### config.mk
export PLATFORM = sky130hd
export DESIGN_NAME = coin_sched
export DESIGN_NICKNAME = d
export VERILOG_FILES = /design/src/rtl/vend_pkg.sv /design/src/rtl/rr_arb2.sv /design/src/rtl/coin_sched.sv
export SDC_FILE = /design/constraint.sdc
export NUM_CORES = 1
export LEC_CHECK = 0
export ABC_AREA = 1
export BUFFER_PORTS_ARGS = -buffer_cell sky130_fd_sc_hd__buf_4
export CORE_ASPECT_RATIO = 0.9
export CORE_UTILIZATION = 56
export DETAILED_ROUTE_END_ITERATION = 10
export PLACE_DENSITY = 0.93
export RECOVER_POWER = 50
export SLEW_MARGIN = 5
export SYNTH_ARGS = -nofsm -noshare
export SYNTH_HDL_FRONTEND = slang
export SYNTH_HIERARCHICAL = 1
export SYNTH_SLANG_ARGS = --single-unit
export TNS_END_PERCENT = 10
### constraint.sdc
create_clock -name clk -period 4.93 [get_ports clk]
set_input_delay 0.2465 -clock clk [delete_from_list [all_inputs] [get_ports clk]]
set_output_delay 0.2465 -clock clk [all_outputs]
set_load 0.01 [all_outputs]
### src/rtl/vend_pkg.sv
// Shared constants for the coin scheduler: coin codes, FSM encoding, change weights, price.
package vend_pkg;

  localparam logic [1:0] CoinInv = 2'b00;
  localparam logic [1:0] Coin1   = 2'b01;
  localparam logic [1:0] Coin2   = 2'b10;
  localparam logic [1:0] Coin5   = 2'b11;

  localparam logic [2:0] ChgW1 = 3'd1;
  localparam logic [2:0] ChgW2 = 3'd2;
  localparam logic [2:0] ChgW4 = 3'd4;

  localparam logic [3:0] Price = 4'd5;

  typedef enum logic [1:0] {
    StIdle   = 2'd0,
    StIssue  = 2'd1,
    StSample = 2'd2,
    StDisp   = 2'd3
  } state_e;

  function automatic logic [3:0] coin_value(input logic [1:0] code);
    case (code)
      Coin1:   coin_value = 4'd1;
      Coin2:   coin_value = 4'd2;
      Coin5:   coin_value = 4'd5;
      default: coin_value = 4'd0;
    endcase
  endfunction

endpackage

### src/rtl/rr_arb2.sv
// Two-requester round-robin arbiter; the pointer flips to the other slot after every grant.
module rr_arb2 (
  input  logic       clk,
  input  logic       rst,
  input  logic [1:0] req,
  input  logic       en,
  output logic [1:0] gnt
);

  logic ptr_q, ptr_d;

  always_comb begin
    gnt[0] = en & req[0] & (~req[1] | ~ptr_q);
    gnt[1] = en & req[1] & (~req[0] | ptr_q);
  end

  always_comb begin
    ptr_d = ptr_q;
    if (gnt[0]) begin
      ptr_d = 1'b1;
    end else if (gnt[1]) begin
      ptr_d = 1'b0;
    end
  end

  always_ff @(posedge clk or posedge rst) begin
    if (rst) begin
      ptr_q <= 1'b0;
    end else begin
      ptr_q <= ptr_d;
    end
  end

endmodule

### src/rtl/coin_sched.sv
// Arbitrates two coin slots into a vending FSM, shadows its credit to cross-check its
// soda/change responses, and forwards results to a dispenser over a valid/ready handshake.
module coin_sched #(
  parameter int unsigned CNT_W = 8
) (
  input  logic             clk,
  input  logic             rst,
  input  logic             s0_vld,
  input  logic             s1_vld,
  input  logic [1:0]       s0_coin,
  input  logic [1:0]       s1_coin,
  output logic             s0_rdy,
  output logic             s1_rdy,
  output logic             in1,
  output logic             in2,
  output logic             in5,
  input  logic             out1,
  input  logic             out2,
  input  logic             out2x2,
  input  logic             soda,
  output logic             disp_vld,
  input  logic             disp_rdy,
  output logic             disp_soda,
  output logic [2:0]       disp_chg,
  output logic [2:0]       credit,
  output logic [CNT_W-1:0] vend_cnt,
  output logic             err
);

  import vend_pkg::*;

  localparam logic [CNT_W-1:0] CntMax = '1;

  state_e           state_q, state_d;
  logic [1:0]       code_q;
  logic             soda_q;
  logic [2:0]       chg_q;
  logic [2:0]       credit_q;
  logic             err_q;
  logic [CNT_W-1:0] vend_cnt_q;

  logic [1:0] gnt;
  logic       arb_en;
  logic       granted;
  logic [1:0] sel_code;
  logic [2:0] cap_chg;
  logic [3:0] sum;
  logic       exp_soda;
  logic [2:0] exp_chg;
  logic       mismatch;

  // Grants only in IDLE, and never while reset holds the FSM there.
  assign arb_en   = (state_q == StIdle) & ~rst;
  assign granted  = |gnt;
  assign sel_code = gnt[1] ? s1_coin : s0_coin;

  rr_arb2 u_arb (
    .clk (clk),
    .rst (rst),
    .req ({s1_vld, s0_vld}),
    .en  (arb_en),
    .gnt (gnt)
  );

  assign cap_chg  = (out1 ? ChgW1 : 3'd0) + (out2 ? ChgW2 : 3'd0) + (out2x2 ? ChgW4 : 3'd0);
  assign sum      = {1'b0, credit_q} + coin_value(code_q);
  assign exp_soda = (sum >= Price);
  assign exp_chg  = exp_soda ? 3'(sum - Price) : 3'd0;
  assign mismatch = (soda != exp_soda) | (cap_chg != exp_chg);

  always_ff @(posedge clk or posedge rst) begin
    if (rst) begin
      state_q <= StIdle;
    end else begin
      state_q <= state_d;
    end
  end

  always_comb begin
    state_d = state_q;
    unique case (state_q)
      StIdle: begin
        // An invalid code is consumed by the grant and simply dropped.
        if (granted) state_d = (sel_code == CoinInv) ? StIdle : StIssue;
      end
      StIssue:  state_d = StSample;
      StSample: state_d = (soda || (cap_chg != 3'd0)) ? StDisp : StIdle;
      StDisp: begin
        if (disp_rdy) state_d = StIdle;
      end
      default:  state_d = StIdle;
    endcase
  end

  always_comb begin
    s0_rdy    = gnt[0];
    s1_rdy    = gnt[1];
    in1       = 1'b0;
    in2       = 1'b0;
    in5       = 1'b0;
    disp_vld  = 1'b0;
    disp_soda = 1'b0;
    disp_chg  = 3'd0;
    case (state_q)
      StIssue: begin
        in1 = (code_q == Coin1);
        in2 = (code_q == Coin2);
        in5 = (code_q == Coin5);
      end
      StDisp: begin
        disp_vld  = 1'b1;
        disp_soda = soda_q;
        disp_chg  = chg_q;
      end
      default: ;
    endcase
  end

  always_ff @(posedge clk or posedge rst) begin
    if (rst) begin
      code_q     <= CoinInv;
      soda_q     <= 1'b0;
      chg_q      <= 3'd0;
      credit_q   <= 3'd0;
      err_q      <= 1'b0;
      vend_cnt_q <= '0;
    end else begin
      if ((state_q == StIdle) && granted) code_q <= sel_code;
      if (state_q == StSample) begin
        soda_q   <= soda;
        chg_q    <= cap_chg;
        credit_q <= exp_soda ? 3'd0 : sum[2:0];
        if (mismatch) err_q <= 1'b1;
      end
      if ((state_q == StDisp) && disp_rdy && soda_q && (vend_cnt_q != CntMax)) begin
        vend_cnt_q <= vend_cnt_q + 1'b1;
      end
    end
  end

  assign credit   = credit_q;
  assign err      = err_q;
  assign vend_cnt = vend_cnt_q;

endmodule

* Word level (Yosys, flattened, before mapping)
Cells that the tools add are included.
** Cells by class
- $add $sub $neg :: 5
- $lt $le $gt $ge :: 1
- Equal/unequal tests :: 11
- Muxes and demuxes :: 20
- Bitwise logic cells :: 12
- Reductions and logical operators :: 12
** Operator list (number)
- 3-bit two-way mux :: 4
- 2-bit two-way mux :: 5
- 1-bit two-way mux :: 9
- 3-bit one-hot mux with 3 select lines :: 1
- 8-bit by 1-bit adder with 8-bit output (second input constant) :: 1
- 2-bit equality test (second input constant) :: 4
- 8-bit inequality test (second input constant) :: 1
- 2-bit one-hot mux with 4 select lines :: 1
- 1-bit bitwise AND :: 5
- 3-bit by 3-bit adder with 4-bit output :: 1
- 2-bit by 1-bit equality test with 1-bit output (second input constant) :: 2
- 4-bit by 3-bit >= comparator with 1-bit output (second input constant) :: 1
- 1-bit logical AND :: 4
- 2-bit zero test :: 2
- 2-bit inequality test (second input constant) :: 2
- 1-bit NOT :: 4
- 2-bit AND reduction :: 2
- 1-bit by 2-bit adder with 3-bit output :: 1
- 3-bit adder :: 1
- 3-bit inequality test :: 1
- 1-bit bitwise OR :: 3
- 3-bit nonzero test :: 1
- 3-bit subtractor (second input constant) :: 1
- 2-bit nonzero test :: 1
- 3 further kinds :: 3
** Word-level totals
- Register bits after elaboration :: 21
- Output and inout port bits :: 22
- Word-level logic and storage cells :: 69

* Longest topological paths before layout
Gate-level depths: netlist of run 1.
- Depth after elaboration :: 9
- Mapped depth :: 16
- Mapped depth without buffers :: 16

* Cells and area by module
The synthesis of run 1 kept the hierarchy.
** Modules (own cells, without submodules)
- coin_sched :: instances 1, cells an instance 166, area each 1271.2 µm², seq. area each 500.5 µm²
- rr_arb2 :: instances 1, cells an instance 13, area each 75.1 µm², seq. area each 25.0 µm²

* Worst setup path before layout of run 1
No wires, ideal clock.
- Kind :: register to register
- From :: register code_q[0]
- To :: register err_q, in the netlist err
- Arrival :: 2.026 ns
- Required time :: 4.814 ns
- Path slack :: 2.787 ns
- Stages on the path, launching flop included :: 16
- Clock period less this slack :: 2.143 ns
- Path through :: dfrtp_1 -> clkbuf_1 -> ha_1 -> inv_1 -> fa_1 -> ha_1 -> nand2_1 -> nand3_2 -> nand2_4 -> nand2_2 -> nand2_1 -> nand2_1 -> nor2_1 -> nand2_1 -> nand2_1 -> nand2_1
** Between the ends
- Cells in the longest elaborated chain, start to end :: 8
- Elaborated cells on any way between the ends :: 12
- Those cells by class :: add/sub: 2; order compare: 1; eq/ne: 5; mux: 2; bitwise: 1; reduce/logical: 1
** RTL lines
- from (decl) :: RTL line coin_sched.sv:35 : logic [1:0] code_q;
- from (signal assigned) :: RTL line coin_sched.sv:121 : code_q <= CoinInv;
- from (signal assigned) :: RTL line coin_sched.sv:128 : if ((state_q == StIdle) && granted) code_q <= sel_code;
- 2-bit equality test or 2-bit by 1-bit equality test with 1-bit output (tied branches) :: RTL line vend_pkg.sv:23 : case (code)
- 3-bit one-hot mux with 3 select lines * :: RTL line vend_pkg.sv:23
- 3-bit by 3-bit adder with 4-bit output * :: RTL line coin_sched.sv:66 : assign sum = {1'b0, credit_q} + coin_value(code_q);
- 4-bit by 3-bit >= comparator with 1-bit output or 3-bit subtractor (tied branches) :: RTL line coin_sched.sv:67, coin_sched.sv:68
- 3-bit two-way mux :: RTL line coin_sched.sv:68 : assign exp_chg = exp_soda ? 3'(sum - Price) : 3'd0;
- 3-bit inequality test :: RTL line coin_sched.sv:69 : assign mismatch = (soda != exp_soda) | (cap_chg != exp_chg);
- 1-bit bitwise OR * :: RTL line coin_sched.sv:69
- 2-bit AND reduction (no source line) *
- to (signal assigned) :: RTL line coin_sched.sv:125 : err_q <= 1'b0;
- to (signal assigned) :: RTL line coin_sched.sv:133 : if (mismatch) err_q <= 1'b1;
- to (decl) :: RTL line coin_sched.sv:39 : logic err_q;
Every way passes the cells marked *; elsewhere a longest branch is shown, timed or not.
A chain may end at the register's enable or synchronous reset.

* Worst setup path in the final report of run 1
Same ends and word-level chain as after synthesis.

==> results.md, run 1 <==
* Status: complete, no violations
* Avg Cell Area, Syn at 7.521 µm²
* Core area at 2222 µm²
* Max Cap Viol at 0
* Final worst-path cycle share at 0.4714
* Largest net degree at the start of global routing at 21
* Buf/Inv on CP at 1
* Slowest cell on crit path: fa_1
* Crit path capture type: flop
* Area delta synth->final at 19.33%
* Initial antenna violation count at 0
* Total grt overflow at 0
* Leakage at 0.0008662 µW
* Worst EP required at 5.14 ns
* Slew Limit Fails at 0
* Number of global-route vias before repair at 1221
* Clock transition at path regs at 0.11 ns
* CTS tree: done
* Clk buf depth at 2
* Post-DRT Antenna Nets at 0
* Via density at 5.165
* CTS H-tree lvls at 1
* Insertion delay to the later sink of the worst-skew pair at 0.30 ns
* PortBufs at 34
* Final wirelength at 2852 µm
* Root Buffer: clkbuf_4
* Final #Nets at 236
* Overall Power at 920.3 µW
* Syn Nets at 199
* Post-synthesis register bit count at 21
* Cell Area, Synth at 1346 µm²
* Most frequent cells in the layout: nand2_1 (57), inv_1 (28), dfrtp_1 (21), buf_4 (21), nor2_1 (16)
* DR vias at 1250
* Setup CP Type: flop to flop
* Clock skew at 0.0009888 ns
* TritonCTS buffer count at 3
* Die area at 2605 µm²
* Die height at 48.52 µm
* Share of layout cells above drive strength 1 at 0.1767
* Fill cells at 181
* Largest stage delay on the critical path at 0.51 ns
* Post-cts sizing count at 0
* Sum Neg Setup Slack at 0 ns
* Startpoint type of the worst setup path: flop
* Hold Path Class: primary input to flop
* Top Family by Delay on Critical Path: simple AND/OR/NAND/NOR gates
* GP Congestion at 0.8791
* Leading cell type in the layout, fill and taps excluded: nand2_1
* Pwr per Cell Area at 572.9 nW/µm²
* WP data arrival at 2.53 ns
* Worst-margin pin slew at 0.7413 ns
* I/O pin count at 35
* Post-synth cell types at 26
* DP Wirelength at 2306 µm
* RSZ-0062 raised after global routing: false
* 1st-iter DRT viols at 23
* Final Setup Violations at 0
* VDD IR max at 0.3857 mV
* GRT Resource Usage Total at 0.2513
* Clock sink count at 21
* Site row count at 16
* Crit path top cell by count: nand2_1
* Rel. slew slack at 0.5052
* Cell count after synthesis at 179
* Routed length per instance at 11.79 µm
* TritonRoute pass-1 iters at 4
* Count of final hold-check violations at 0
* Max Fclk at 430.3 MHz
* Worst-path fanout max at 9
* Seq/Total Area, Yosys at 0.3903
* Antenna diodes at 0
* Initial core utilization at 0.6059
* First-pass GRT wire length at 4864 µm
* DRC at 0
* Min Tclk post-route at 2.324 ns
* Worst path cell trace: nor2_1, inv_1, fa_1, ha_1, nand2_1, nand3_2, nand2_4, nand2_1, nand2_1, nand2_1, nor2_1, nand2_1, nand2_1, nand2_1
* Warnings from Yosys at 6
* Die Wd at 53.69 µm
-- flip-flops by register name, summed over array words and instances, names as in the netlist --
register and flops:
code_q 2, u_arb/ptr_q 1, credit 3, err 1, soda_q 1, vend_cnt 8, chg_q 3, state_q 2
-- power breakdown --
part	internal (µW)	leakage, µW	total [µW]	switching, µW
registers	229	0.000263	278	48.5
clock network	31.5	0.0000150	83.6	52.0
logic	204	0.000589	559	354
-- area by class of cell --
type	instances	area (µm²)	area share
Inverter	29	111.4	0.06931
Tap cell	27	33.78	0.02103
Multi-Input combinational cell	126	693.2	0.4315
Clock buffer	4	26.28	0.01636
Sequential cell	21	525.5	0.3271
Timing Repair Buffer	35	216.5	0.1347
-- routing by layer --
metal,track usage,up-vias,routed length (µm)
met2,0.4218,35,1499
met3,0.07233,2,124
li1,-,624,-
met1,0.3000,589,1220
met4,0.07895,0,8
met5,0,-,0
-- stage by stage --
stage	hold slack, ns	utilization	setup slack, ns	instance area (µm²)	cells
2_1_floorplan	-0.02479	-	2.787	1346	179
6_report	0.1951	0.7230	2.606	1607	242
3_5_place_dp	0.1077	0.7286	2.643	1619	237
5_1_grt	0.1831	0.7230	2.424	1607	242
4_1_cts	0.1789	0.7449	2.624	1655	242
3_3_place_gp	0.1046	0.7286	2.762	1619	237
-- cell usage after synthesis --
cell type,count,area share
dfrtp_1,21,0.39
nand2_4,2,0.017
o21ai_0,7,0.026
nor2_1,16,0.045
inv_4,1,0.0046
xnor2_1,5,0.033
clkbuf_1,1,0.0028
o41ai_1,1,0.0065
nand4_1,1,0.0046
ha_1,6,0.056
xor2_1,2,0.013
buf_4,1,0.0056
nand2_1,57,0.16
inv_1,28,0.078
a21oi_1,3,0.011
nand3b_1,2,0.011
o31ai_1,2,0.011
nor2_2,2,0.0093
nand2_2,4,0.019
nand3_1,7,0.026
nand3_2,3,0.022
fa_1,1,0.015
nor3_4,1,0.012
nor3_1,3,0.011
buf_2,1,0.0037
nor2_4,1,0.0084
-- logic make-up after synthesis --
family	synth area share
adders and majority gates	0.07063
AOI/OAI and AO/OA	0.05482
and+or+nand+nor	0.3439
DFF	0.3903
buffers and inverters	0.09479
xor gates and xnor gates	0.04554
-- worst paths after layout --
| path | start | to | slack (ns) | depth (start not counted) |
|---|---|---|---|---|
| min in group asynchronous | rst | u_arb/ptr_q | 0.33 | 3 |
| max in group asynchronous | rst | err | 3.84 | 3 |
| min | out2 | chg_q[1] | 0.20 | 3 |
| max reg2reg | code_q[0] | err | 2.61 | 14 |
| max | code_q[0] | err | 2.61 | 14 |
| min reg2reg | err | err | 0.47 | 2 |
-- repair_timing --
action                    4_1_cts  5_1_grt
buffers inserted                0        0
hold endpoints to repair        1        0
hold buffers                    1        0
-- worst reg2reg max path: cells and delay by family (launching register included) --
| kind | cells | cell delay [ns] |
|---|---|---|
| AND/OR/NAND/NOR | 11 | 0.95 |
| flip-flops | 1 | 0.43 |
| buffers and inverters | 1 | 0.10 |
| adder cells (fa/ha/maj) | 2 | 0.76 |
Power figures use the tool's default switching activity.
==> inputs of run 2 (changes only) <==
--- a/config.mk
+++ b/config.mk
@@ -5,12 +5,12 @@
 export SDC_FILE = /design/constraint.sdc
 export NUM_CORES = 1
 export LEC_CHECK = 0
-export ABC_AREA = 1
+export ABC_AREA = 0
 export BUFFER_PORTS_ARGS = -buffer_cell sky130_fd_sc_hd__buf_4
 export CORE_ASPECT_RATIO = 0.9
-export CORE_UTILIZATION = 56
+export CORE_UTILIZATION = 51
 export DETAILED_ROUTE_END_ITERATION = 10
-export PLACE_DENSITY = 0.93
+export PLACE_DENSITY = 0.87
 export RECOVER_POWER = 50
 export SLEW_MARGIN = 5
 export SYNTH_ARGS = -nofsm -noshare
==> constraint.sdc (replaced) <==
create_clock -name clk -period 2.3 [get_ports clk]
set_input_delay 0.115 -clock clk [delete_from_list [all_inputs] [get_ports clk]]
set_output_delay 0.115 -clock clk [all_outputs]
set_load 0.01 [all_outputs]
==> run 2 against run 1 <==
Die area increased by 3.2%. Sequential power increased by 130%. Worst hold slack got worse by 0.15 ns. Register-to-register slack got worse by 2.5 ns.
==> results.md, run 2 <==
* Status: complete, no violations
* Sum Neg Setup Slack at 0 ns (unchanged)
* Largest net degree at the start of global routing at 21 (unchanged)
* Via density at 5.422 (+5.0%)
* Pwr per Cell Area at 1249 nW/µm² (+120%)
* DR vias at 1041 (-17%)
* Worst-margin pin slew at 0.7479 ns (+0.006591 ns)
* Seq/Total Area, Yosys at 0.4146 (+0.02428)
* Final #Nets at 186 (-21%)
* Setup CP Type: flop to flop
* Top cells by area, synth: dfrtp_1 (41%), ha_1 (5.9%), xnor2_1 (4.8%), nand2_1 (3.8%), mux2_1 (3.6%)
* Die Wd at 54.55 µm (+1.6%)
* Top cell type by total area after synthesis: dfrtp_1
* Post-DRT Antenna Nets at 0 (unchanged)
* Clock sink count at 21 (unchanged)
* Leading cell type in the layout, fill and taps excluded: buf_4
* CTS tree: done
* Antenna diodes at 0 (unchanged)
* Overall Power at 2000 µW (+120%)
* Startpoint type of the worst setup path: flop
* Root Buffer: clkbuf_4
* Clock transition at path regs at 0.13 ns (+0.02 ns)
* Core area at 2262 µm² (+1.8%)
* TritonRoute pass-1 iters at 4 (unchanged)
* Final wirelength at 2707 µm (-5.1%)
* Most frequent cells in the layout: buf_4 (27), dfrtp_1 (21), nand2_1 (13), clkbuf_1 (12), inv_1 (9)
* Area delta synth->final at 26.26%
* Post-synth top cells: dfrtp_1 (21), nand2_1 (13), inv_1 (10)
* Max Fclk at 453.8 MHz (+5.5%)
* Max Cap Viol at 0 (unchanged)
* Clk pwr share at 0.095 (+0.004)
* Avg Cell Area, Syn at 10.14 µm² (+35%)
* Share of layout cells above drive strength 1 at 0.2788 (+0.1020)
* Count leader, synth: dfrtp_1
* RSZ-0062 raised after global routing: true
* Post-synth cell types at 39 (+50%)
* CTS H-tree lvls at 1 (unchanged)
* P_int at 1135 µW (+140%)
* Reg power frac at 0.319 (+0.017)
* Worst EP required at 2.52 ns (-2.62 ns)
* Min Tclk post-route at 2.203 ns (-0.1205 ns)
* Warnings from Yosys at 6 (unchanged)
* Number of global-route vias before repair at 1027 (-16%)
* Final Setup Violations at 0 (unchanged)
* VDD IR max at 0.8595 mV (+120%)
* Cell count after synthesis at 125 (-30%)
* Insertion delay to the later sink of the worst-skew pair at 0.32 ns (+0.02 ns)
* 1st-iter DRT viols at 19 (-17%)
* Post-synthesis register bit count at 21 (unchanged)
* Total grt overflow at 0 (unchanged)
* Initial core utilization at 0.5603 (-0.04557)
* Cell Area, Synth at 1267 µm² (-5.9%)
* Syn Nets at 145 (-27%)
* GP Congestion at 0.8075 (-8.1%)
* Clk buf depth at 2 (unchanged)
* Worst-path fanout max at 5 (-4)
* Routed length per instance at 14.10 µm (+20%)
* Site row count at 16 (unchanged)
* P_sw at 864.0 µW (+90%)
* Initial antenna violation count at 0 (unchanged)
* Combinational Power Share at 0.587 (-0.020)
* I/O pin count at 35 (unchanged)
* TritonCTS buffer count at 3 (unchanged)
* Crit path capture type: flop
* EDFF count, synth at 0 (unchanged)
* PortBufs at 34 (unchanged)
* GRT Resource Usage Total at 0.2340 (-0.01728)
* Top-area cell type share of the netlist area at 0.4146 (+0.02428)
* WP data arrival at 2.42 ns (-0.11 ns)
* Slew Limit Fails at 0 (unchanged)
* Asr flop ratio synth at 1.000 (unchanged)
* DP Wirelength at 2081 µm (-9.7%)
* DRC at 0 (unchanged)
* Switching Share at 0.4321 (-0.06212)
* Leakage at 0.0007721 µW (-11%)
* Hold Path Class: primary input to flop
* Rel. slew slack at 0.5008 (-0.004399)
* Max reg flops at 8 (unchanged)
* Dominant synthesized flop cell: dfrtp_1
* Count of final hold-check violations at 0 (unchanged)
* Clock skew at 0.009418 ns (+0.008429 ns)
* Die height at 49.30 µm (+1.6%)
* First-pass GRT wire length at 4505 µm (-7.4%)
* Die area at 2689 µm² (+3.2%)
* Final worst-path cycle share at 0.9580 (+0.4866)
==> run 2: cell families after synthesis <==
kind of cell	after synthesis	synth area share
muxes	4	0.03554
AOI/OAI and AO/OA	19	0.1313
xor gates and xnor gates	12	0.08885
and+or+nand+nor	48	0.2083
adders and majority gates	7	0.07502
buffers and inverters	14	0.04640
DFF	21	0.4146
==> run 2: layout make-up <==
cell class / instances / area [µm²]
inverters: 10 / 37.54
flip-flops and latches: 21 / 525.5
clock buffers: 3 / 22.52
multi-input cells: 90 / 715.7
fillers: 182 / 661.9
clock inverters: 1 / 7.507
well taps: 27 / 33.78
repair buffers: 40 / 257.7
==> run 2: worst paths after layout <==
| check | startpoint | endpoint | slack, ns | depth (start not counted) |
|---|---|---|---|---|
| max | code_q[0] | err | 0.1 | 8 |
| min | out2 | chg_q[1] | 0.04 | 2 |
| max reg2reg | code_q[0] | err | 0.1 | 8 |
| min reg2reg | chg_q[1] | chg_q[1] | 0.50 | 1 |
| max in group asynchronous | rst | state_q[1] | 1.36 | 3 |
| min in group asynchronous | rst | u_arb/ptr_q | 0.18 | 3 |
==> run 2: metrics by stage <==
| step | util | worst slack (ns) | hold slack, ns | cell area, µm² | instances |
|---|---|---|---|---|---|
| global route | 0.7074 | -0.02782 | 0.01407 | 1600 | 192 |
| detailed placement | 0.6853 | -0.03690 | -0.02437 | 1550 | 184 |
| global placement | 0.6853 | 0.08020 | -0.02765 | 1550 | 184 |
| CTS | 0.7152 | -0.007139 | 0.03521 | 1618 | 192 |
| floorplan | - | 0.08937 | -0.1563 | 1267 | 125 |
| finish | 0.7074 | 0.09660 | 0.04213 | 1600 | 192 |
==> run 2: worst max-delay path, stage by stage, from the launching register on <==
cell and delay (ns):
dfrtp_1 0.44, ha_2 0.20, inv_2 0.06, fa_2 0.47, ha_4 0.19, nor2b_1 0.14
o211ai_2 0.24, nor3_1 0.09, a211o_1 0.28
==> run 2: power by group through the flow <==
| stage | sequential (µW) | clock, µW | combinational [µW] |
|---|---|---|---|
| final | 637 | 189 | 1170 |
| after global routing | 655 | 214 | 1300 |
| after CTS | 634 | 194 | 1150 |
| after detailed placement | 646 | 0 | 1100 |
| after global placement | 630 | 0 | 1040 |
| after floorplan | 632 | 0 | 784 |
==> run 2: per-layer routing <==
metal | GRT usage | vias to the layer above | wire length, µm
li1 | - | 511 | -
met1 | 0.2475 | 502 | 1130
met2 | 0.4268 | 26 | 1447
met3 | 0.06854 | 2 | 110
met4 | 0.06838 | 0 | 19
met5 | 0 | - | 0
==> run 2: what timing repair did <==
action / CTS / global route
endpoints found under the setup margin: 1 / 1
hold buffers: 1 / 0
endpoints found under the hold margin: 21 / 0
gates resized for setup: 3 / 5
buffers inserted: 3 / 0
pin swaps: 7 / 4
